**src/rtl/mem_stage_if.sv**
```systemverilog
// Data-memory bus between the memory stage (master) and data memory (slave).
interface mem_stage_if #(parameter int DATA_W = 32) ();
  logic              mem_req;
  logic              mem_we;
  logic [DATA_W-1:0] mem_addr;
  logic [DATA_W-1:0] mem_wdata;
  logic              mem_ack;
  logic [DATA_W-1:0] mem_rdata;

  modport master (output mem_req, mem_we, mem_addr, mem_wdata,
                  input  mem_ack, mem_rdata);
  modport slave  (input  mem_req, mem_we, mem_addr, mem_wdata,
                  output mem_ack, mem_rdata);
endinterface

```
**src/rtl/mem_stage.sv**
```systemverilog
// Memory-access pipeline stage: LD/ST/PUSH/POP over a req/ack bus, pass-through otherwise.
// Optional request timeout enabled by defining MEM_TIMEOUT_EN.
//
// state | meaning
// IDLE  | waiting for an execute-stage result
// REQ   | memory request outstanding, bus fields held stable
// RESP  | wb_valid pulse; a new result may be accepted in the same cycle
module mem_stage #(
  parameter int DATA_W  = 32,
  parameter int TIMEOUT = 16
) (
  input  logic              clk,
  input  logic              rst,
  input  logic              in_valid,
  output logic              in_ready,
  input  logic [4:0]        opcode,
  input  logic [DATA_W-1:0] exeOut,
  input  logic [DATA_W-1:0] RegData1_o,
  input  logic [DATA_W-1:0] SPOut,
  mem_stage_if.master       mem,
  output logic              wb_valid,
  output logic [DATA_W-1:0] wb_data,
  output logic              sp_we,
  output logic [DATA_W-1:0] sp_new,
  output logic              misalign,
  output logic              mem_err
);

  localparam logic [4:0] OP_LD   = 5'b01101;
  localparam logic [4:0] OP_ST   = 5'b01110;
  localparam logic [4:0] OP_PUSH = 5'b01111;
  localparam logic [4:0] OP_POP  = 5'b10000;

  localparam logic [1:0] IDLE = 2'd0;
  localparam logic [1:0] REQ  = 2'd1;
  localparam logic [1:0] RESP = 2'd2;

  logic [1:0]        state;
  logic              is_mem, is_read, is_sp, aligned, accept;
  logic [DATA_W-1:0] addr_sel;
  logic              op_read, op_sp;
  logic [DATA_W-1:0] sp_lat;

`ifdef MEM_TIMEOUT_EN
  localparam int CNT_W = (TIMEOUT > 1) ? $clog2(TIMEOUT) : 1;
  localparam logic [CNT_W-1:0] CNT_LOAD = CNT_W'(TIMEOUT - 1);
  logic [CNT_W-1:0] cnt;
`endif

  always_comb begin
    is_mem  = 1'b0;
    is_read = 1'b0;
    is_sp   = 1'b0;
    case (opcode)
      OP_LD:   begin is_mem = 1'b1; is_read = 1'b1; end
      OP_ST:   is_mem = 1'b1;
      OP_PUSH: begin is_mem = 1'b1; is_sp = 1'b1; end
      OP_POP:  begin is_mem = 1'b1; is_read = 1'b1; is_sp = 1'b1; end
      default: ;
    endcase
  end

  // POP reads at the current SP; every other memory op addresses exeOut
  assign addr_sel = (opcode == OP_POP) ? SPOut : exeOut;
  assign aligned  = (addr_sel[1:0] == 2'b00);

  // RESP lasts one cycle, so readiness returns alongside the wb_valid pulse
  assign in_ready    = (state == IDLE) || (state == RESP);
  assign accept      = in_valid && in_ready;
  assign mem.mem_req = (state == REQ);

  always_ff @(posedge clk) begin
    if (rst) begin
      state         <= IDLE;
      wb_valid      <= 1'b0;
      wb_data       <= '0;
      sp_we         <= 1'b0;
      sp_new        <= '0;
      misalign      <= 1'b0;
      mem.mem_we    <= 1'b0;
      mem.mem_addr  <= '0;
      mem.mem_wdata <= '0;
      op_read       <= 1'b0;
      op_sp         <= 1'b0;
      sp_lat        <= '0;
`ifdef MEM_TIMEOUT_EN
      cnt           <= '0;
      mem_err       <= 1'b0;
`endif
    end else begin
      wb_valid <= 1'b0;
      sp_we    <= 1'b0;
      case (state)
        IDLE, RESP: begin
          if (accept) begin
            op_read <= is_read;
            op_sp   <= is_sp;
            sp_lat  <= exeOut;
            if (!is_mem) begin
              state    <= RESP;
              wb_valid <= 1'b1;
              wb_data  <= exeOut;
            end else if (!aligned) begin
              state    <= RESP;
              wb_valid <= 1'b1;
              wb_data  <= '0;
              misalign <= 1'b1;
            end else begin
              state         <= REQ;
              mem.mem_we    <= !is_read;
              mem.mem_addr  <= addr_sel;
              mem.mem_wdata <= RegData1_o;
`ifdef MEM_TIMEOUT_EN
              cnt           <= CNT_LOAD;
`endif
            end
          end else begin
            state <= IDLE;
          end
        end
        REQ: begin
          if (mem.mem_ack) begin
            state    <= RESP;
            wb_valid <= 1'b1;
            wb_data  <= op_read ? mem.mem_rdata : '0;
            if (op_sp) begin
              sp_we  <= 1'b1;
              sp_new <= sp_lat;
            end
`ifdef MEM_TIMEOUT_EN
          end else if (cnt == '0) begin
            state    <= RESP;
            wb_valid <= 1'b1;
            wb_data  <= '0;
            mem_err  <= 1'b1;
          end else begin
            cnt <= cnt - 1'b1;
`endif
          end
        end
        default: state <= IDLE;
      endcase
    end
  end

`ifndef MEM_TIMEOUT_EN
  assign mem_err = 1'b0;
`endif

endmodule

```
**src/flat_wrapper.sv**
```systemverilog
// flat-port wrapper written by rule: the top's interface ports become plain ports
module mem_stage_flat 
#(
  parameter int DATA_W  = 32,
  parameter int TIMEOUT = 16
)
  (clk, rst, in_valid, in_ready, opcode, exeOut, RegData1_o, SPOut, wb_valid, wb_data, sp_we, sp_new, misalign, mem_err, mem_mem_req, mem_mem_we, mem_mem_addr, mem_mem_wdata, mem_mem_ack, mem_mem_rdata);
  mem_stage_if #(.DATA_W(DATA_W)) mem_i ();
  input  logic clk;
  input  logic rst;
  input  logic in_valid;
  output logic in_ready;
  input  logic [4:0] opcode;
  input  logic [DATA_W-1:0] exeOut;
  input  logic [DATA_W-1:0] RegData1_o;
  input  logic [DATA_W-1:0] SPOut;
  output logic wb_valid;
  output logic [DATA_W-1:0] wb_data;
  output logic sp_we;
  output logic [DATA_W-1:0] sp_new;
  output logic misalign;
  output logic mem_err;
  output wire logic [$bits(mem_i.mem_req)-1:0] mem_mem_req;
  output wire logic [$bits(mem_i.mem_we)-1:0] mem_mem_we;
  output wire logic [$bits(mem_i.mem_addr)-1:0] mem_mem_addr;
  output wire logic [$bits(mem_i.mem_wdata)-1:0] mem_mem_wdata;
  input wire logic [$bits(mem_i.mem_ack)-1:0] mem_mem_ack;
  input wire logic [$bits(mem_i.mem_rdata)-1:0] mem_mem_rdata;
  assign mem_mem_req = mem_i.mem_req;
  assign mem_mem_we = mem_i.mem_we;
  assign mem_mem_addr = mem_i.mem_addr;
  assign mem_mem_wdata = mem_i.mem_wdata;
  assign mem_i.mem_ack = mem_mem_ack;
  assign mem_i.mem_rdata = mem_mem_rdata;
  mem_stage #(.DATA_W(DATA_W), .TIMEOUT(TIMEOUT)) u_core (.clk(clk), .rst(rst), .in_valid(in_valid), .in_ready(in_ready), .opcode(opcode), .exeOut(exeOut), .RegData1_o(RegData1_o), .SPOut(SPOut), .mem(mem_i), .wb_valid(wb_valid), .wb_data(wb_data), .sp_we(sp_we), .sp_new(sp_new), .misalign(misalign), .mem_err(mem_err));
endmodule
```
**config.mk**
```make
export PLATFORM = sky130hd
export DESIGN_NAME = mem_stage_flat
export DESIGN_NICKNAME = d
export VERILOG_FILES = /design/src/rtl/mem_stage_if.sv /design/src/rtl/mem_stage.sv /design/src/flat_wrapper.sv
export SDC_FILE = /design/constraint.sdc
export NUM_CORES = 1
export LEC_CHECK = 0
export BUFFER_PORTS_ARGS = -buffer_cell sky130_fd_sc_hd__buf_2
export CORE_MARGIN = 2
export CORE_UTILIZATION = 43
export CTS_CLUSTER_DIAMETER = 150
export DETAILED_ROUTE_END_ITERATION = 16
export PLACE_DENSITY = 0.81
export SLEW_MARGIN = 10
export SYNTH_ARGS = -nofsm -noshare
export SYNTH_HDL_FRONTEND = slang
export SYNTH_SLANG_ARGS = --single-unit
```
**constraint.sdc**
```tcl
create_clock -name clk -period 1.55 [get_ports clk]
set_input_delay 0.0775 -clock clk [delete_from_list [all_inputs] [get_ports clk]]
set_output_delay 0.0775 -clock clk [all_outputs]
set_load 0.01 [all_outputs]
```
==> results of run 1 <==
cell families (layout without fill, tap and decap cells):
logic type,count (synthesis),in the layout,share of synthesized area (%)
and+or+nand+nor,315,315,21.5
DFF,168,168,50.9
AOI/OAI and AO/OA,136,136,13.5
buffers and inverters,70,418,4.64
muxes,62,62,9.39
other,1,1,0.0567
path summary, 6_finish.rpt:
| kind | start | end | slack, ns | depth (start not counted) |
|---|---|---|---|---|
| worst max-delay path | u_core.state[0] | u_core.mem.mem_addr[25] | 0.08 | 8 |
| worst min-delay path | SPOut[14] | u_core.mem.mem_addr[14] | 0.01 | 3 |
| worst max register to register | u_core.state[0] | u_core.mem.mem_addr[25] | 0.08 | 8 |
| worst min register to register | u_core.sp_lat[25] | u_core.sp_new[25] | 0.45 | 2 |
layer usage:
layer / GRT usage, % / vias up / share of wire [%]
li1: - / 3271 / -
met1: 30.9 / 3157 / 40
met2: 47.1 / 336 / 48
met3: 7.80 / 60 / 8.5
met4: 11.6 / 0 / 3.5
met5: 0 / - / 0
metrics by stage:
stage / setup slack [ns] / hold slack, ns / setup TNS [ns] / total power (W) / util, %
3_5_place_dp: -0.244 / 0.325 / -17.33 / 0.00549 / 54.8
4_1_cts: 0.0682 / 0.00376 / 0 / 0.00983 / 64.0
6_report: 0.0757 / 0.0133 / 0 / 0.00979 / 64.7
5_1_grt: -0.00733 / 0.00910 / -0.00733 / 0.0101 / 64.7
2_1_floorplan: 0.0161 / 0.213 / 0 / 0.00504 / -
3_3_place_gp: -0.202 / 0.308 / -13.68 / 0.00547 / 54.8
worst max-delay path, cell delays in order (launching register included):
cell and delay (ns):
dfxtp_2 0.34, inv_1 0.07, nand2_1 0.10, a21oi_4 0.16, buf_12 0.14, buf_6 0.10, clkbuf_16 0.19, nor2_1 0.06
a211oi_1 0.22
layout make-up:
| cell class | count | area [sq um] | area share (%) |
|---|---|---|---|
| Clock inverter | 14 | 148 | 1.51 |
| Inverter | 2 | 7.51 | 0.0769 |
| Multi-Input combinational cell | 514 | 2980 | 30.5 |
| Clock buffer | 18 | 439 | 4.50 |
| Sequential cell | 168 | 3360 | 34.4 |
| Timing Repair Buffer | 384 | 2590 | 26.6 |
| Tap cell | 188 | 235 | 2.41 |
state kept, by name (all words and copies together), names as in the netlist:
| signal | count |
|---|---|
| u_core.mem.mem_addr | 32 |
| u_core.mem.mem_wdata | 32 |
| u_core.sp_lat | 32 |
| u_core.sp_new | 32 |
| u_core.wb_data | 32 |
| u_core.state | 2 |
| u_core.mem.mem_we | 1 |
| u_core.misalign | 1 |
| u_core.op_read | 1 |
| u_core.op_sp | 1 |
| u_core.sp_we | 1 |
| u_core.wb_valid | 1 |
power breakdown:
| group | leakage (nW) | total (W) | switching [W] | internal [W] |
|---|---|---|---|---|
| sequential | 1.37 | 0.00453 | 0.0000711 | 0.00446 |
| combinational | 2.89 | 0.00106 | 0.000532 | 0.000528 |
| clock | 0.293 | 0.00420 | 0.00177 | 0.00243 |
cells in the final DEF (no fill, tap or decap), types with 2 or more instances in the layout:
cell type,n
buf_2,269
dfxtp_1,167
nand2_1,132
dlygate4sd3_1,80
nor2_1,74
a21oi_1,67
mux2i_1,61
and3_1,33
a311oi_1,33
nor2b_1,32
nor3_1,32
a211oi_1,31
clkbuf_16,19
buf_4,19
buf_12,11
clkinv_2,5
nand3_1,3
inv_6,3
buf_6,3
nor3b_1,2
bufinv_16,2
clkinv_4,2
repair_timing:
action | CTS | global route
setup endpoints to repair | 1 | 30
gates resized for setup | 1 | 5
endpoints found under the hold margin | 80 | 0
buffers inserted | 0 | 3
gates cloned | 0 | 2
hold buffers | 80 | 0
==> results.txt, run 1 <==
status: finished clean
layout cell share with drive strength beyond 1: 31.3%
Data arrival, critical path: 1.80 ns
max-slew violation count: 0
Worst Path Required: 1.88 ns
Max Fclk: 678 MHz
Syn Nets: 889
endpoint type of the worst setup path: flop
Synth top area share: 50.9%
Fin Clk Skew: 0.00862 ns
Power Density: 1000 nW/um^2
Layout Area Growth over Synthesis: 47.8%
post-layout minimum cycle time: 1.47 ns
DRT Pass-1 Iters: 6
fill count: 1218
Core Area: 15100 sq um
Iteration-0 DRC Markers: 508
Worst-path clk slew: 0.06 ns
Starting Density: 43.8%
Routed WL: 23.0 mm
Wirelength per Cell: 17.8 um
remaining antenna violation count: 0
Rows: 45
leading post-synthesis cells by cell area: dfxtp_1 51%, mux2i_1 9.4%, nand2_1 7.6%
Bufs on Longest Clock Path: 2
Ports: 272
routed vias/inst: 5.30
Distinct cells, synth: 28
GPL Wtd Cong: 0.822
number of synthesized flops with an enable pin: 0
final setup fails: 0
n_diodes: 0
LEAKAGE: 4.55 nW
initial antenna violation count: 0
I/O Buffers: 270
most numerous cell in the Yosys netlist: dfxtp_1
register area share after synthesis: 50.9%
dpl cells: 1171
Max-slew headroom: 66.6%
Remaining DRCs: 0
FF+latch count, synth: 168
Worst Setup Path Type: reg -> reg
Hold/Removal Path Class: in -> reg
placed inst area: 8270 sq um
Synth Flop Type: dfxtp_1
Synth Warn #: 0
Cell Area, Synth: 6610 sq um
CTS sink count: 168
die span in y: 128 um
Period Utilization, post-route: 95.1%
Worst setup SP type: flop
global-route wire length before repair: 34.2 mm
maximum fanout along the worst path: 26
Clock Root Buffer: clkbuf_16
Max VDD drop: 749 uV
Post-synth top cells: 168 x dfxtp_1, 133 x nand2_1, 74 x nor2_1
grt ovf: 0
Mapped Cells: 752
Worst Max-Slew Pin Slew: 0.501 ns
Final Instance Count excl. Fillers: 1288
CTS tree: yes
worst-skew pair later-pin latency: 0.42 ns
H-Tree Depth: 4
synthesized area per cell: 8.79 sq um
Async S/R FF share, synth: 0%
vias in the first global route: 6579
DR vias: 6824
dpl hpwl: 13.8 mm
GR Util All Layers: 27.0%
post-synth top area cell: dfxtp_1
TritonCTS Buffers: 17
post-route cell area: 9770 sq um
die width: 128 um
die area: 16400 sq um
Fin. Hold Viols: 0
pin count of the biggest net entering global routing: 107
Final #Nets: 1224
max-cap viol count: 0
(Power assumes the default switching activity.)
==> inputs of run 2 (changes only) <==
==> constraint.sdc (replaced) <==
create_clock -name clk -period 1.55 [get_ports clk]
set_input_delay 0.3875 -clock clk [delete_from_list [all_inputs] [get_ports clk]]
set_output_delay 0.3875 -clock clk [all_outputs]
set_load 0.01 [all_outputs]
==> run 2 against run 1 <==
The run now ends with negative setup slack left; die area stayed put; maximum frequency fell by 14%; wire length down 1.3%; critical path depth is the same; register-to-register slack worse by 0.21 ns; clock power barely moved; critical endpoint is now u_core.wb_data[17]; critical path type is now in -> reg; total power up 0.12%.
==> results.txt, run 2 (same netlist as run 1, synthesis figures left out) <==
switching power: 0.00256 W
placed inst area: 8520 sq um
Routed WL: 22.7 mm
final setup fails: 93
Period Utilization, post-route: 110%
status: finished with violations
TritonCTS Buffers: 17
Worst-path clk slew: 0.07 ns
RSZ-0062 raised after global routing: yes
Fin. Hold Viols: 0
commonest cells after routing, fill and taps aside: 266 x buf_2, 167 x dfxtp_1, 131 x nand2_1, 67 x a21oi_1, 61 x nor2_1
Max VDD drop: 725 uV
DRT Pass-1 Iters: 5
GR Util All Layers: 24.7%
Flop pwr share: 46.3%
Fin Clk Skew: 0.0107 ns
Wirelength per Cell: 18.2 um
CTS tree: yes
worst reg2reg path depth: 8
Buf/Inv on CP: 3
Combinational Power Share: 10.7%
die span in y: 128 um
Hold/Removal Path Class: in -> reg
Remaining DRCs: 0
endpoint type of the worst setup path: flop
Pint: 0.00725 W
clock network power share: 43.0%
max-cap viol count: 0
pin count of the biggest net entering global routing: 66
most common cell after layout, fill and taps aside: buf_2
GRT Max-Usage Layer: met2
RR Startpoint: u_core.state[1]
Iteration-0 DRC Markers: 277
failing checks: negative setup slack
met1 Usage GRT: 28.5%
CP peak stage delay: 0.32 ns
FF/Latch Area: 3370 sq um
worst-skew pair later-pin latency: 0.42 ns
I/O Buffers: 270
layout cell share with drive strength beyond 1: 41.7%
routed vias/inst: 5.41
initial antenna violation count: 0
crit path cell chain: buf_2 -> and3b_1 -> o211ai_1 -> a32oi_4 -> buf_12 -> clkbuf_16 -> a311oi_1 -> nor3_1
GRT met3 Usage: 6.55%
worst slack at placement: -0.456 ns
Bufs on Longest Clock Path: 2
vias in the first global route: 6328
critical path endpoint: u_core.wb_data[17]
Worst Setup Path Type: in -> reg
Worst setup SP type: primary input
Worst Path Required: 1.88 ns
maximum fanout along the worst path: 9
Data arrival, critical path: 2.04 ns
H-Tree Depth: 4
hold slack: 0.196 ns
global-route wire length before repair: 31.8 mm
crit path from: opcode[4]
Rows: 45
die area: 16400 sq um
Layout Area Growth over Synthesis: 48.7%
max-slew violation count: 0
Ports: 272
hold_buf cts: 0
Power Density: 998 nW/um^2
crit-path leading delay family: compound AO/OA/AOI/OAI gates
slowest CP cell: a32oi_4
remaining antenna violation count: 0
GPL Wtd Cong: 0.826
worst hold stages: 3
Worst path depth: 8
LEAKAGE: 4.59 nW
M2 GR Usage: 43.6%
Max Fclk: 586 MHz
FF-to-FF setup slack: -0.13 ns
switch share: 26.1%
grt ovf: 0
RR Endpoint: u_core.wb_data[17]
fill count: 1183
die width: 128 um
n_diodes: 0
Clock Root Buffer: clkbuf_16
dpl hpwl: 14.7 mm
post-layout minimum cycle time: 1.71 ns
DR vias: 6722
Final #Nets: 1179
post-route cell area: 9830 sq um
area of the multi-input gates: 3270 sq um
Finished Core Util: 65.1%
Core Area: 15100 sq um
Starting Density: 43.8%
CTS sink count: 168
setup ws final: -0.158 ns
-- run 2: cell count changes in the layout (fill, tap and decap cells not counted), moves of 6 or more --
cell           before  now
buf_4              19   29
dlygate4sd3_1      80    0
a211oi_1           31    7
nor2_2              0   11
buf_6               3   12
nor2b_1            32   19
clkbuf_16          19   27
a211oi_2            0   24
nor2b_2             0    7
nor2_1             74   61
buf_8               0    6
nor2b_4             1    7
-- run 2: routing by layer --
metal | vias up | wire (um)
li1 | 3193 | -
met1 | 3199 | 9160
met2 | 289 | 11300
met3 | 41 | 1610
met4 | 0 | 544
met5 | - | 0
-- run 2: area by class of cell --
class | instances | share of cell area [%]
clock buffers | 18 | 4.37
inverters | 2 | 0.115
multi-input cells | 514 | 33.3
flip-flops and latches | 168 | 34.3
well taps | 188 | 2.39
repair buffers | 339 | 24.0
clock inverters | 14 | 1.55
-- run 2: worst min-delay path by stage --
stage	slack [ns]	startpoint	end
2_1_floorplan	0.43	u_core.sp_lat[0]	u_core.sp_new[0]
3_3_place_gp	0.44	u_core.sp_lat[24]	u_core.sp_new[24]
3_5_place_dp	0.44	u_core.sp_lat[15]	u_core.sp_new[15]
4_1_cts	0.18	RegData1_o[0]	u_core.mem.mem_wdata[0]
5_1_grt	0.18	RegData1_o[0]	u_core.mem.mem_wdata[0]
6_report	0.20	RegData1_o[7]	u_core.mem.mem_wdata[7]
-- run 2: what timing repair did --
item,CTS,global route
pin swaps,0,34
cloned,0,14
buffers inserted,4,7
gates resized for setup,8,73
endpoints found under the hold margin,0,0
setup endpoints to repair,65,86
-- run 2: stage by stage --
stage                     power [W]  TNS (ns)  instances
after floorplan             0.00506     -8.27        752
after global placement      0.00550    -33.98       1186
after detailed placement    0.00553    -38.99       1186
after CTS                   0.00970     -2.49       1222
after global routing         0.0101    -10.55       1243
final                       0.00980     -5.81       1243
-- run 2: worst reg2reg max path: cells and delay by family (launching register included) --
family                 cells  cell delay (ns)
AOI/OAI and AO/OA          2             0.26
and+or+nand+nor            2             0.37
buffers and inverters      4             0.65
DFF                        1             0.31
-- run 2: power groups by stage --
stage	Sequential (W)	Clock, W	Combinational [W]
finish	0.00454	0.00421	0.00105
global route	0.00455	0.00445	0.00113
CTS	0.00453	0.00426	0.000913
detailed placement	0.00462	0	0.000903
global placement	0.00462	0	0.000880
floorplan	0.00465	0	0.000408
==> inputs of run 3 (changes only) <==
- CORE_MARGIN: 2 -> 3
- PLACE_DENSITY: 0.81 -> 0.83
==> run 3 against run 2 <==
The flow still finishes with violations (negative setup slack); cell area grew 0.52%; die area grew 3.1%; critical path depth is the same; global-route usage grew 0.41 points; setup slack gained 0.10 ns; clock power grew 1%; register-to-register slack gained 0.14 ns; via count grew 0.85%; maximum frequency grew 6.3%; largest power group unchanged.
==> results.txt, run 3 (same netlist as run 1, synthesis figures left out) <==
status: finished with violations
failing checks: negative setup slack
Fin. Hold Viols: 0
clock network power share: 42.9%
grt ovf: 0
endpoint type of the worst setup path: flop
Clock Root Buffer: clkbuf_16
worst hold stages: 3
Ports: 272
n_diodes: 0
TritonCTS Buffers: 17
Rows: 44
I/O Buffers: 270
Final Power: 0.00992 W
crit-path leading delay family: simple AND/OR/NAND/NOR gates
hold path start: RegData1_o[20]
Worst-path clk slew: 0.07 ns
worst reg2reg path depth: 8
Hold EP: u_core.mem.mem_wdata[20]
Wirelength per Cell: 19.3 um
Worst path depth: 8
setup ws final: -0.0568 ns
Final TNS setup: -1.19 ns
Max VDD drop: 803 uV
DRT Pass-1 Iters: 7
RSZ-0062 raised after global routing: yes
Worst Path Required: 1.83 ns
fill count: 1174
Data arrival, critical path: 1.89 ns
Flop pwr share: 45.9%
max-slew violation count: 0
switch share: 24.9%
LEAKAGE: 4.65 nW
RR Endpoint: u_core.wb_data[4]
Hold/Removal Path Class: in -> reg
initial antenna violation count: 1
Starting Density: 44.6%
RR Startpoint: u_core.state[0]
most common cell after layout, fill and taps aside: buf_2
global-route wire length before repair: 32.9 mm
Period Utilization, post-route: 104%
Max Fclk: 622 MHz
Bufs on Longest Clock Path: 2
die span in y: 130 um
worst-skew pair later-pin latency: 0.42 ns
crit path cell chain: buf_8 -> nor4_4 -> nand3_2 -> a32oi_4 -> buf_6 -> buf_6 -> nor2b_4 -> nor3_1
Iteration-0 DRC Markers: 478
GR Util All Layers: 25.1%
remaining antenna violation count: 0
maximum fanout along the worst path: 6
H-Tree Depth: 4
Fin Clk Skew: 0.00739 ns
die area: 16900 sq um
DR vias: 6779
crit path from: opcode[2]
Buf/Inv on CP: 3
Worst setup SP type: primary input
final setup fails: 41
CTS tree: yes
Worst path most repeated cell: buf_6
dpl hpwl: 15.2 mm
die width: 130 um
vias in the first global route: 6328
Worst Setup Path Type: in -> reg
Final #Nets: 1179
pin count of the biggest net entering global routing: 36
routed vias/inst: 5.47
post-layout minimum cycle time: 1.61 ns
slowest CP cell: a32oi_4
CP peak stage delay: 0.34 ns
Layout Area Growth over Synthesis: 49.4%
Combinational Power Share: 11.3%
Power Density: 1000 nW/um^2
Pint: 0.00744 W
Remaining DRCs: 0
CTS sink count: 168
switching power: 0.00247 W
commonest cells after routing, fill and taps aside: 265 x buf_2, 167 x dfxtp_1, 132 x nand2_1, 67 x a21oi_1, 62 x mux2i_1
Routed WL: 23.9 mm
Core Area: 14800 sq um
GPL Wtd Cong: 0.810
FF-to-FF setup slack: 0.01 ns
max-cap viol count: 0
layout cell share with drive strength beyond 1: 42.9%
run 3: cell types whose count changed in the layout (fill, tap and decap cells not counted), sizes merged:
| cell | change |
|---|---|
| clkinvlp | +1 |
| inv | -4 |
| bufinv | +1 |
| buf | +2 |
run 3: power by group through the flow:
stage	Sequential, W	Combinational, W	Clock [W]
floorplan	0.00465	0.000408	0
global placement	0.00462	0.000892	0
detailed placement	0.00462	0.000911	0
CTS	0.00453	0.000986	0.00430
global route	0.00456	0.00121	0.00449
finish	0.00455	0.00112	0.00425
run 3: layout make-up:
type                            instances  area [sq um]  share of cell area (%)
Timing Repair Buffer                  339          2270                    22.9
Sequential cell                       168          3370                    34.1
Multi-Input combinational cell        514          3420                    34.6
Clock inverter                         12           140                    1.42
Inverter                                2          10.0                   0.101
Clock buffer                           20           447                    4.52
Tap cell                              184           230                    2.33
run 3: timing repair:
item | in CTS | in global routing
hold buffers | 0 | 0
gates resized for setup | 28 | 77
gates cloned | 2 | 12
pin swaps | 10 | 39
endpoints found under the setup margin | 125 | 114
setup buffers | 5 | 10
run 3: worst max-delay path by stage:
stage,slack [ns],end
3_3_place_gp,-0.48,u_core.mem.mem_addr[15]
3_5_place_dp,-0.56,u_core.mem.mem_addr[25]
2_1_floorplan,-0.13,u_core.wb_data[23]
6_report,-0.06,u_core.wb_data[4]
4_1_cts,-0.006,u_core.wb_data[6]
5_1_grt,-0.15,u_core.wb_data[14]
run 3: worst min-delay path, stage by stage:
cell and delay [ns]:
buf_2 0.07, mux2i_1 0.05, nor2_1 0.07
run 3: metrics by stage:
step	util, %	worst slack (ns)	area (sq um)	instances	hold WS, ns
after CTS	62.3	-0.00576	9220	1217	0.194
after global routing	66.7	-0.145	9880	1239	0.197
final	66.7	-0.0568	9880	1239	0.203
after global placement	56.9	-0.481	8420	1178	0.439
after floorplan	-	-0.133	6760	752	0.432
after detailed placement	56.9	-0.556	8420	1178	0.442
run 3: per-layer routing:
| layer | vias to the layer above | part of all wire (%) | GRT usage [%] |
|---|---|---|---|
| met2 | 306 | 50 | 44.0 |
| met3 | 40 | 7.5 | 7.70 |
| li1 | 3186 | - | - |
| met5 | - | 0.054 | 0 |
| met1 | 3245 | 40 | 29.2 |
| met4 | 2 | 2.4 | 8.31 |
